$ cat src/rtl/vga_sync_receiver_if.sv
// Bundles the pixel/sync input stream and the recovered-pixel outputs of vga_sync_receiver.
// master drives the sync stream; slave is the receiver.
interface vga_sync_receiver_if;
    logic        pix_en;
    logic        hsync_in;
    logic        vsync_in;
    logic [7:0]  pixel_in;
    logic [7:0]  pixel_out;
    logic [9:0]  hcount;
    logic [9:0]  vcount;
    logic        pixel_valid;
    logic        frame_start;
    logic        locked;
    logic        sync_err;
    logic [15:0] frame_cnt;
    logic [7:0]  err_cnt;

    modport master (
        output pix_en, hsync_in, vsync_in, pixel_in,
        input  pixel_out, hcount, vcount, pixel_valid, frame_start,
               locked, sync_err, frame_cnt, err_cnt
    );

    modport slave (
        input  pix_en, hsync_in, vsync_in, pixel_in,
        output pixel_out, hcount, vcount, pixel_valid, frame_start,
               locked, sync_err, frame_cnt, err_cnt
    );
endinterface

$ cat src/rtl/vga_sync_receiver.sv
// VGA sync receiver: recovers raw line/column position from hsync/vsync and delivers active pixels
// once a full frame matching the timing parameters has been seen. VGA_RX_STATS_EN adds frame/error counters.
module vga_sync_receiver #(
    parameter int H_TOTAL  = 800,
    parameter int H_START  = 144,
    parameter int H_ACTIVE = 640,
    parameter int V_TOTAL  = 525,
    parameter int V_START  = 35,
    parameter int V_ACTIVE = 480
) (
    input  logic               clk,
    input  logic               rst_n,
    vga_sync_receiver_if.slave bus
);
    localparam logic [1:0]  ST_UNLOCKED = 2'd0;
    localparam logic [1:0]  ST_ARMED    = 2'd1;
    localparam logic [1:0]  ST_LOCKED   = 2'd2;
    localparam logic [9:0]  RAW_MAX     = 10'd1023;
    localparam logic [9:0]  H_LAST      = 10'(H_TOTAL - 1);
    localparam logic [9:0]  V_LAST      = 10'(V_TOTAL - 1);
    localparam logic [9:0]  H_LO        = 10'(H_START);
    localparam logic [9:0]  V_LO        = 10'(V_START);
    localparam logic [10:0] H_END       = 11'(H_START + H_ACTIVE);
    localparam logic [10:0] V_END       = 11'(V_START + V_ACTIVE);

    logic       hsPrev_q, vsPrev_q, sample_q;
    logic [7:0] pix_q;
    logic [9:0] hraw_q, hraw_d;
    logic [9:0] vraw_q, vraw_d;
    logic [1:0] state_q, state_d;
    logic       frameBad_q, frameBad_d;
    logic       syncErr_q, syncErr_d;
    logic [7:0] pixelOut_q;
    logic [9:0] hcount_q, vcount_q;
    logic       pixelValid_q, frameStart_q;
    logic       hFall, vFall, lineBad, frameGood;
    logic       active, deliver, firstPixel;

    assign hFall     = hsPrev_q & ~bus.hsync_in;
    assign vFall     = vsPrev_q & ~bus.vsync_in;
    assign lineBad   = hFall && (hraw_q != H_LAST);
    // A line ending on the same sample as the frame still belongs to that frame.
    assign frameGood = (vraw_q == V_LAST) && !frameBad_q && !lineBad;

    always_comb begin
        hraw_d     = hraw_q;
        vraw_d     = vraw_q;
        state_d    = state_q;
        frameBad_d = frameBad_q;
        syncErr_d  = 1'b0;
        if (bus.pix_en) begin
            if (hFall)
                hraw_d = '0;
            else if (hraw_q != RAW_MAX)
                hraw_d = hraw_q + 10'd1;
            if (vFall)
                vraw_d = '0;
            else if (hFall && (vraw_q != RAW_MAX))
                vraw_d = vraw_q + 10'd1;
            frameBad_d = vFall ? 1'b0 : (frameBad_q | lineBad);
            case (state_q)
                ST_UNLOCKED: if (vFall) state_d = ST_ARMED;
                ST_ARMED:    if (vFall && frameGood) state_d = ST_LOCKED;
                ST_LOCKED: begin
                    if (lineBad || (vFall && !frameGood) || (hraw_d == RAW_MAX)) begin
                        state_d   = ST_UNLOCKED;
                        syncErr_d = 1'b1;
                    end
                end
                default:     state_d = ST_UNLOCKED;
            endcase
        end
    end

    always_ff @(posedge clk or negedge rst_n) begin
        if (!rst_n) begin
            hsPrev_q   <= 1'b1;
            vsPrev_q   <= 1'b1;
            pix_q      <= '0;
            sample_q   <= 1'b0;
            hraw_q     <= '0;
            vraw_q     <= '0;
            state_q    <= ST_UNLOCKED;
            frameBad_q <= 1'b0;
            syncErr_q  <= 1'b0;
        end else begin
            sample_q   <= bus.pix_en;
            hraw_q     <= hraw_d;
            vraw_q     <= vraw_d;
            state_q    <= state_d;
            frameBad_q <= frameBad_d;
            syncErr_q  <= syncErr_d;
            if (bus.pix_en) begin
                hsPrev_q <= bus.hsync_in;
                vsPrev_q <= bus.vsync_in;
                pix_q    <= bus.pixel_in;
            end
        end
    end

    // Delivery looks at the sample taken on the previous edge, so it sees the state that sample produced.
    assign active     = (hraw_q >= H_LO) && ({1'b0, hraw_q} < H_END) &&
                        (vraw_q >= V_LO) && ({1'b0, vraw_q} < V_END);
    assign deliver    = sample_q && active && (state_q == ST_LOCKED);
    assign firstPixel = (hraw_q == H_LO) && (vraw_q == V_LO);

    always_ff @(posedge clk or negedge rst_n) begin
        if (!rst_n) begin
            pixelOut_q   <= '0;
            hcount_q     <= '0;
            vcount_q     <= '0;
            pixelValid_q <= 1'b0;
            frameStart_q <= 1'b0;
        end else begin
            pixelValid_q <= deliver;
            frameStart_q <= deliver && firstPixel;
            if (deliver) begin
                pixelOut_q <= pix_q;
                hcount_q   <= hraw_q - H_LO;
                vcount_q   <= vraw_q - V_LO;
            end
        end
    end

    assign bus.pixel_out   = pixelOut_q;
    assign bus.hcount      = hcount_q;
    assign bus.vcount      = vcount_q;
    assign bus.pixel_valid = pixelValid_q;
    assign bus.frame_start = frameStart_q;
    assign bus.locked      = (state_q == ST_LOCKED);
    assign bus.sync_err    = syncErr_q;

`ifdef VGA_RX_STATS_EN
    logic [15:0] frameCnt_q;
    logic [7:0]  errCnt_q;

    always_ff @(posedge clk or negedge rst_n) begin
        if (!rst_n) begin
            frameCnt_q <= '0;
            errCnt_q   <= '0;
        end else begin
            if (deliver && firstPixel)
                frameCnt_q <= frameCnt_q + 16'd1;
            if (syncErr_d && (errCnt_q != 8'hFF))
                errCnt_q <= errCnt_q + 8'd1;
        end
    end

    assign bus.frame_cnt = frameCnt_q;
    assign bus.err_cnt   = errCnt_q;
`else
    assign bus.frame_cnt = '0;
    assign bus.err_cnt   = '0;
`endif
endmodule

$ cat src/flat_wrapper.sv
// flat-port wrapper written by rule: the top's interface ports become plain ports
module vga_sync_receiver_flat 
#(
    parameter int H_TOTAL  = 800,
    parameter int H_START  = 144,
    parameter int H_ACTIVE = 640,
    parameter int V_TOTAL  = 525,
    parameter int V_START  = 35,
    parameter int V_ACTIVE = 480
)
  (clk, rst_n, bus_pix_en, bus_hsync_in, bus_vsync_in, bus_pixel_in, bus_pixel_out, bus_hcount, bus_vcount, bus_pixel_valid, bus_frame_start, bus_locked, bus_sync_err, bus_frame_cnt, bus_err_cnt);
  vga_sync_receiver_if bus_i ();
  input  logic clk;
  input  logic rst_n;
  input wire logic [$bits(bus_i.pix_en)-1:0] bus_pix_en;
  input wire logic [$bits(bus_i.hsync_in)-1:0] bus_hsync_in;
  input wire logic [$bits(bus_i.vsync_in)-1:0] bus_vsync_in;
  input wire logic [$bits(bus_i.pixel_in)-1:0] bus_pixel_in;
  output wire logic [$bits(bus_i.pixel_out)-1:0] bus_pixel_out;
  output wire logic [$bits(bus_i.hcount)-1:0] bus_hcount;
  output wire logic [$bits(bus_i.vcount)-1:0] bus_vcount;
  output wire logic [$bits(bus_i.pixel_valid)-1:0] bus_pixel_valid;
  output wire logic [$bits(bus_i.frame_start)-1:0] bus_frame_start;
  output wire logic [$bits(bus_i.locked)-1:0] bus_locked;
  output wire logic [$bits(bus_i.sync_err)-1:0] bus_sync_err;
  output wire logic [$bits(bus_i.frame_cnt)-1:0] bus_frame_cnt;
  output wire logic [$bits(bus_i.err_cnt)-1:0] bus_err_cnt;
  assign bus_i.pix_en = bus_pix_en;
  assign bus_i.hsync_in = bus_hsync_in;
  assign bus_i.vsync_in = bus_vsync_in;
  assign bus_i.pixel_in = bus_pixel_in;
  assign bus_pixel_out = bus_i.pixel_out;
  assign bus_hcount = bus_i.hcount;
  assign bus_vcount = bus_i.vcount;
  assign bus_pixel_valid = bus_i.pixel_valid;
  assign bus_frame_start = bus_i.frame_start;
  assign bus_locked = bus_i.locked;
  assign bus_sync_err = bus_i.sync_err;
  assign bus_frame_cnt = bus_i.frame_cnt;
  assign bus_err_cnt = bus_i.err_cnt;
  vga_sync_receiver #(.H_TOTAL(H_TOTAL), .H_START(H_START), .H_ACTIVE(H_ACTIVE), .V_TOTAL(V_TOTAL), .V_START(V_START), .V_ACTIVE(V_ACTIVE)) u_core (.clk(clk), .rst_n(rst_n), .bus(bus_i));
endmodule
$ cat config.mk
export PLATFORM = sky130hd
export DESIGN_NAME = vga_sync_receiver_flat
export DESIGN_NICKNAME = d
export VERILOG_FILES = /design/src/rtl/vga_sync_receiver_if.sv /design/src/rtl/vga_sync_receiver.sv /design/src/flat_wrapper.sv
export SDC_FILE = /design/constraint.sdc
export NUM_CORES = 1
export LEC_CHECK = 0
export CORE_MARGIN = 4
export CORE_UTILIZATION = 57
export DETAILED_ROUTE_END_ITERATION = 12
export PLACE_DENSITY_LB_ADDON = 0.25
export SYNTH_ARGS = -nofsm -noshare
export SYNTH_HDL_FRONTEND = slang
export SYNTH_SLANG_ARGS = --single-unit
$ cat constraint.sdc
create_clock -name clk -period 4.4 [get_ports clk]
set_clock_uncertainty 0.2 [all_clocks]
set_input_delay 0.44 -clock clk [delete_from_list [all_inputs] [get_ports clk]]
set_output_delay 0.44 -clock clk [all_outputs]
set_load 0.1 [all_outputs]
======== Yosys cells after proc, flatten, opt, wreduce, memory -nomap -nowiden ========
Cells that the tools add are included.
storage, ports and cells
  register bits ........................... 65
  input bits .............................. 13
  word-level logic and storage cells ...... 74
operators by class
  $add $sub $neg .......................... 4
  magnitude comparators ................... 4
  eq/ne operators ......................... 12
  mux-type cells .......................... 13
  bitwise logic cells ..................... 5
  reductions and logical operators ........ 22
operator list
  kind                   number
  $mux 10                5
  $ne 10x10->1 const B   3
  $add 10x1->10 const B  2
  $eq 10x10->1 const B   2
  $lt 10x10->1 const B   2
  $logic_and 1x1->1      13
  $eq 10x6->1 const B    1
  $eq 10x8->1 const B    1
  $ge 10x6->1 const B    1
  $ge 10x8->1 const B    1
  $sub 10x6->10 const B  1
  $sub 10x8->10 const B  1
  $mux 2                 3
  $ne 2x1->1 const B     3
  $pmux 2 s3             1
  $mux 1                 4
  $reduce_and 4->1       1
  $logic_not 1->1        3
  $and 1x1->1            2
  $eq 2x1->1 const B     1
  $eq 2x2->1 const B     1
  $logic_not 2->1        1
  $logic_or 1x1->1       2
  $not 1->1              2
  other kinds (3)        3

======== Logic depth before layout (Yosys ltp) ========
Gate-level depths: netlist of the first run.
  word-level depth ........................ 12
  gate-level depth with buffers ........... 8
  depth with buffers taken out ............ 7

======== Worst setup path before layout of the first run ========
OpenSTA, ideal clock, no wires.
  path type ............................... register to register
  start point ............................. register u_core.state_q[0]
  end point ............................... register u_core.hcount_q[1] (netlist: u_core.bus.hcount[1])
  arrival time ............................ 3.179 ns
  slack ................................... 0.895 ns
  stages on the path, launching flop included .. 6
  cell sequence ........................... dfrtp_1 nor2b_1 o211ai_1 a221oi_4 buf_8 mux2_4
on the way
  word-level cells in the longest chain between the ends .. 2
RTL lines
  item                    line                      source
  from (decl)             vga_sync_receiver.sv:30   logic [1:0] state_q, state_d;
  from (signal assigned)  vga_sync_receiver.sv:90   state_q <= state_d;
  $eq 2x2->1              n/a
  named net bus_locked    flat_wrapper.sv:24        output wire logic [$bits(bus_i.locked)-1:0] bus_locked;
  $logic_and 1x1->1       vga_sync_receiver.sv:104  assign deliver = sample_q && active && (state_q == ST_LOCKED);
  to (signal assigned)    vga_sync_receiver.sv:119  hcount_q <= hraw_q - H_LO;
  to (decl)               vga_sync_receiver.sv:34   logic [9:0] hcount_q, vcount_q;
The timed path passes the listed nets, and every way through them passes these cells.
A chain may end at the register's enable or synchronous reset.

======== Worst setup path in the final report of the first run ========
  start point ............................. register u_core.state_q[1]
  end point ............................... output port bus_locked
on the way
  word-level cells in the longest chain between the ends .. 1
RTL lines
  item        line                      source
  $eq 2x2->1  vga_sync_receiver.sv:130  assign bus.locked = (state_q == ST_LOCKED);
  to (decl)   flat_wrapper.sv:24
No other way between the ends.

==> flow_summary_export.csv, run 1 <==
group,metric,value,unit
status,status,"completed",
timing,final_hold_viol_count,0,
worst_setup_path,regToRegEndpoint,"u_core.bus.hcount[0]",
yosys,synth_edf_count,0,
worst_setup_path,crit_path_start,"u_core.state_q[1]",
floorplan,dieArea,0.007805,mm^2
global_route,globalRouteOverflowTotal,0,
drt,wire_per_inst,15.88,um
pwr,pwr-share-clk,33.3,%
drt,vias,2603,
pwr,p_switching,0.4402,mW
global_route,grt_max_degree,37,
floorplan,core.rowCount,29,
final_layout,fin_util,66.03,%
timing,period_minus_slack,2.884,ns
pwr,p_comb_share,17.2,%
final_layout,fillers,520,
worst_setup_path,path_max_fanout,4,
worst_setup_path,start_kind,"flop",
global_route,antenna_found_initial,0,
worst_setup_path,worstRegToRegCells,6,
pwr,peakVddDrop,0.2364,mV
final_layout,multi_input_area,0.001740,mm^2
yosys,synth_area_per_cell,10.48,um^2
yosys,yosys_warnings,0,
placement,post_dp_cell_area,0.003984,mm^2
pwr,intPower,0.9297,mW
clock_tree,cts_root_buf,"clkbuf_8",
yosys,yosys.area.top_type_share,42.84,%
drt,wl,7417,um
worst_setup_path,worst-setup-path-type,"flop to output pin",
hold_path,min_to,"u_core.bus.pixel_out[7]",
floorplan,die_x,88.35,um
timing,final_max_slew_viol_count,0,
hold_path,min_from,"u_core.pix_q[7]",
timing,fmax,346.7,MHz
timing,rsz0062_at_grt,"no",
clock_tree,clk_path_buf_depth,2,
clock_tree,cts_hold_buf,1,
clock_tree,clkLatencyLatePin,0.34,ns
timing,setup_violations,0,
yosys,ys_top_cells_by_count,"63 x dfrtp_1, 28 x buf_4, 24 x nand2_1",
final_layout,stdcell_area,0.004169,mm^2
drt,drtIter0Drc,139,
yosys,syn_inst,351,
placement,hpwl,5266,um
final_layout,diodes,0,
clock_tree,path_clk_slew,0.07,ns
pwr,pwr-share-seq,49.6,%
final_layout,areaGrowthSynthToFinish,13.29,%
floorplan,die_h,88.35,um
timing,final.period_utilization,65.55,%
final_layout,drive_gt1_share,14.10,%
timing,finalSetupTns,0,ns
worst_setup_path,reg2reg_from,"u_core.vraw_q[1]",
clock_tree,cts_resized,0,
floorplan,start_util,58.28,%
yosys,yosysMostFrequentCell,"dfrtp_1",
yosys,async_flop_share,100.0,%
worst_setup_path,critPathRequiredTime,3.76,ns
pwr,power_density,328.6,mW/mm^2
clock_tree,clock-sinks,65,
drt,drt-pass1-iter-count,5,
clock_tree,cts_buffers,9,
placement,port_buffers,44,
global_route,gr-usage-all-layers,20.40,%
job,maxCapViolCount,0,
worst_setup_path,worstSetupEndpointType,"output pin",
yosys,ys_seq_area_share,44.27,%
global_route,grt_first_pass_wirelength,12180,um
floorplan,ios,69,
timing,max_slew.worst_pin.slew,0.9894,ns
drt,viasPerCell,5.574,
floorplan,core,0.006314,mm^2
yosys,synthTopCellsByArea,"dfrtp_1 43%, buf_4 5.7%, mux2_2 5.2%, mux2_4 4.1%, nand2_1 2.4%",
worst_setup_path,reg2reg_slack,1.78,ns
drt,antenna_left,0,
yosys,yosys.area.top_type,"dfrtp_1",
hold_path,holdPathStages,1,
final_layout,nNetsFinal,405,
drt,drc,0,
worst_setup_path,critPathArrivalTime,2.24,ns
clock_tree,cts_tree,"done",
pwr,leakagePower,1.869,nW
global_route,grt_pass1_vias,2529,
yosys,synth_cell_types,56,
yosys,synthFlopType,"dfrtp_1",
pwr,p_sw_share,32.13,%
yosys,ys_seq_elements,65,
clock_tree,cts-htree-levels,3,
yosys,syn_area,0.003680,mm^2
clock_tree,post-cts-setup-buffers,0,
placement,gp_congestion,0.8820,
hold_path,hold_class,"flop to flop",
timing,max_slew_margin,33.83,%
final_layout,seq_area,0.001629,mm^2
cell usage in the layout, fill, tap and decap left out, types with 4 or more instances in the layout:
master           Yosys  routed
nand2b_1             4       4
conb_1               1      24
a21oi_1             17      17
nor3_1               5       5
clkbuf_8             0      11
nand4_1              9       9
ha_1                 7       7
nor2b_1              4       4
clkdlybuf4s50_1      0      43
xor2_1               9       9
mux2_4              10      10
nand2_1             24      24
dfrtp_1             63      63
mux2_2              17      17
inv_1               14      14
and4_1               5       5
buf_4               28       4
nand3_1             12      12
nor2_1              22      22
xnor2_1              8       8
o21ai_0             15      15
and3_1               5       5
layout make-up:
cell class              count  area share [%]
clock buffers              14           3.902
clock inverters             2          0.3001
inverters                  14           1.261
multi-input cells         246           41.75
flip-flops and latches     65           39.08
well taps                  77           2.311
repair buffers             49           11.40
worst max-delay path by stage:
stage	end	slack, ns	cells past startpoint
after CTS	bus_locked	1.49	2
after global routing	bus_locked	1.41	2
after global placement	u_core.vraw_q[9]	1.61	7
after floorplan	u_core.bus.hcount[1]	0.89	5
final	bus_locked	1.52	2
after detailed placement	u_core.vraw_q[9]	1.56	7
metal layers:
metal,routed length (um),track usage (%),share of wire [%],vias to the layer above
li1,-,-,-,1250
met1,3166,25.55,43,1264
met2,3734,34.13,50,75
met3,372,4.935,5.0,14
met4,144,7.967,1.9,0
met5,0,0,0,-
logic make-up after synthesis:
| group | Yosys count | synth area share (%) |
|---|---|---|
| simple gates | 110 | 17.10 |
| flops | 65 | 44.27 |
| buf+inv | 63 | 10.78 |
| compound gates | 56 | 10.58 |
| mux | 32 | 10.74 |
| xor+xnor | 17 | 4.046 |
| fa+ha+maj | 7 | 2.380 |
| other cells | 1 | 0.1019 |
registers in the layout (all words and copies together) (netlist names):
name,count
u_core.hsPrev_q,1
u_core.state_q,2
u_core.vraw_q,10
u_core.hraw_q,10
u_core.bus.frame_start,1
u_core.frameBad_q,1
u_core.bus.hcount,10
u_core.bus.sync_err,1
u_core.sample_q,1
u_core.bus.vcount,10
u_core.pix_q,8
u_core.bus.pixel_valid,1
u_core.vsPrev_q,1
u_core.bus.pixel_out,8
worst max-delay path, cell delays in order (launching register included):
cell	delay (ns)
dfrtp_1	0.39
nor2b_1	0.32
clkdlybuf4s50_1	1.20
per-stage QoR:
step | setup WS [ns] | hold slack, ns | power [mW] | cells
6_report | 1.516 | 0.2968 | 1.370 | 467
5_1_grt | 1.414 | 0.3152 | 1.439 | 467
4_1_cts | 1.493 | 0.3036 | 1.385 | 467
3_5_place_dp | 1.563 | 0.2880 | 0.9238 | 450
3_3_place_gp | 1.611 | 0.2700 | 0.9183 | 450
2_1_floorplan | 0.8945 | -0.05559 | 0.8899 | 374
power groups by stage:
stage	sequential, mW	combinational [mW]	clock (mW)
after floorplan	0.660	0.230	0
final	0.679	0.235	0.456
after global routing	0.684	0.257	0.498
after detailed placement	0.688	0.235	0
after global placement	0.687	0.231	0
after CTS	0.677	0.237	0.471
Power figures use the tool's default switching activity.
==> run 2, diff against run 1 <==
--- a/config.mk
+++ b/config.mk
@@ -6,7 +6,7 @@
 export NUM_CORES = 1
 export LEC_CHECK = 0
 export CORE_MARGIN = 4
-export CORE_UTILIZATION = 57
+export CORE_UTILIZATION = 53
 export DETAILED_ROUTE_END_ITERATION = 12
 export PLACE_DENSITY_LB_ADDON = 0.25
 export SYNTH_ARGS = -nofsm -noshare
==> constraint.sdc (replaced) <==
create_clock -name clk -period 2.93 [get_ports clk]
set_clock_uncertainty 0.2 [all_clocks]
set_input_delay 0.293 -clock clk [delete_from_list [all_inputs] [get_ports clk]]
set_output_delay 0.293 -clock clk [all_outputs]
set_load 0.1 [all_outputs]
==> run 2 against run 1 <==
Utilization is 3.8 points lower. Combinational power is 54% higher. Routed wire length up 1.9%. Flip-flop and latch count did not move. Die area grew 6.9%. Final cell count increased by 1.3%. Critical endpoint is now u_core.state_q[1]. Largest cell class unchanged.
==> flow_summary_export.csv, run 2 (synthesized netlist as in run 1, its figures left out) <==
group,metric,value,unit
timing,period_minus_slack,2.606,ns
worst_setup_path,critPathArrivalTime,2.65,ns
final_layout,nNetsFinal,408,
worst_setup_path,critPathRequiredTime,2.98,ns
global_route,antenna_found_initial,0,
timing,rsz0062_at_grt,"no",
timing,final.period_utilization,88.93,%
drt,drtIter0Drc,145,
timing,final_max_slew_viol_count,0,
clock_tree,clk_path_buf_depth,2,
clock_tree,cts_tree,"done",
worst_setup_path,reg2reg_slack,0.32,ns
drt,wl,7560,um
clock_tree,post-cts-setup-buffers,0,
placement,hpwl,5268,um
final_layout,final_common_cell,"dfrtp_1",
hold_path,hold_class,"input pin to async pin",
worst_setup_path,start_kind,"flop",
global_route,gr-usage-all-layers,19.37,%
worst_setup_path,path_max_fanout,10,
timing,finalSetupTns,0,ns
worst_setup_path,worst-setup-path-type,"flop to flop",
final_layout,fillers,548,
floorplan,core,0.006756,mm^2
drt,drt-pass1-iter-count,4,
pwr,leakagePower,1.991,nW
floorplan,core.rowCount,30,
timing,setup_violations,0,
timing,fmax,383.8,MHz
final_layout,areaGrowthSynthToFinish,14.35,%
placement,gp_congestion,0.9057,
floorplan,die_h,91.33,um
job,maxCapViolCount,0,
worst_setup_path,worstSetupEndpointType,"flop",
floorplan,die_x,91.33,um
timing,hold_slack,0.2844,ns
global_route,globalRouteOverflowTotal,0,
timing,max_slew_margin,48.97,%
floorplan,dieArea,0.008340,mm^2
floorplan,start_util,54.46,%
drt,viasPerCell,5.569,
clock_tree,clkLatencyLatePin,0.35,ns
global_route,grt_max_degree,66,
clock_tree,cts_buffers,9,
clock_tree,cts-htree-levels,3,
clock_tree,cts_root_buf,"clkbuf_8",
final_layout,drive_gt1_share,23.92,%
drt,drc,0,
final_layout,multi_input_area,0.001743,mm^2
timing,final_hold_viol_count,0,
clock_tree,clock-sinks,65,
drt,wire_per_inst,15.98,um
pwr,power_density,555.2,mW/mm^2
clock_tree,cts_resized,0,
floorplan,ios,69,
final_layout,diodes,0,
final_layout,layout_common_cells,"63 x dfrtp_1, 38 x buf_4, 24 x nand2_1, 24 x conb_1, 22 x nor2_1",
drt,antenna_left,0,
timing,max_slew.worst_pin.slew,0.7461,ns
status,status,"completed",
placement,port_buffers,44,
global_route,grt_pass1_vias,2620,
clock_tree,path_clk_slew,0.08,ns
final_layout,seq_area,0.001629,mm^2
global_route,grt_first_pass_wirelength,12820,um
drt,vias,2634,
pwr,peakVddDrop,0.2748,mV
[run 2: timing repair]
item | 4_1_cts | 5_1_grt
setup endpoints to repair | 0 | 0
hold buffers | 1 | 0
hold endpoints to repair | 63 | 0
[run 2: area by class of cell]
cell class,instances,area share (%)
Multi-Input combinational cell,246,41.42
Sequential cell,65,38.72
Timing Repair Buffer,52,10.23
Clock buffer,10,3.271
Clock inverter,6,2.736
Tap cell,80,2.379
Inverter,14,1.249
[run 2: path summary, 6_finish.rpt]
check,end,startpoint,cells after the start
min reg2reg,u_core.bus.pixel_out[0],u_core.pix_q[0],1
min in group clk,u_core.bus.pixel_out[0],u_core.pix_q[0],1
max in group asynchronous,u_core.hsPrev_q,rst_n,3
max reg2reg,u_core.state_q[1],u_core.hraw_q[0],6
min,u_core.bus.frame_start,rst_n,3
max,u_core.state_q[1],u_core.hraw_q[0],6
[run 2: layer usage]
layer  track usage [%]  wire length, um
met1             23.89             3100
met2             32.07             3837
met3             4.557              408
met4             9.045              214
met5                 0                0
[run 2: through the flow]
step	cells	util (%)	area [um^2]	total power [mW]	worst slack [ns]
2_1_floorplan	374	-	3769	1.337	0.07894
3_3_place_gp	456	58.39	3945	1.388	0.3874
3_5_place_dp	456	58.39	3945	1.391	0.3593
4_1_cts	473	62.28	4208	2.349	0.3426
5_1_grt	473	62.28	4208	2.429	0.2273
6_report	473	62.28	4208	2.336	0.3243
[run 2: where the power goes]
part / internal, mW / switching [mW]
clock network: 0.591 / 0.367
registers: 0.945 / 0.0718
logic: 0.102 / 0.259
total: 1.64 / 0.698
[run 2: worst max-delay path, stage by stage (launching register included)]
cell	delay [ns]
dfrtp_1	0.49
ha_1	0.31
and3b_1	0.19
or4_1	0.53
a2111oi_2	0.37
nand4_1	0.21
a21bo_1	0.21
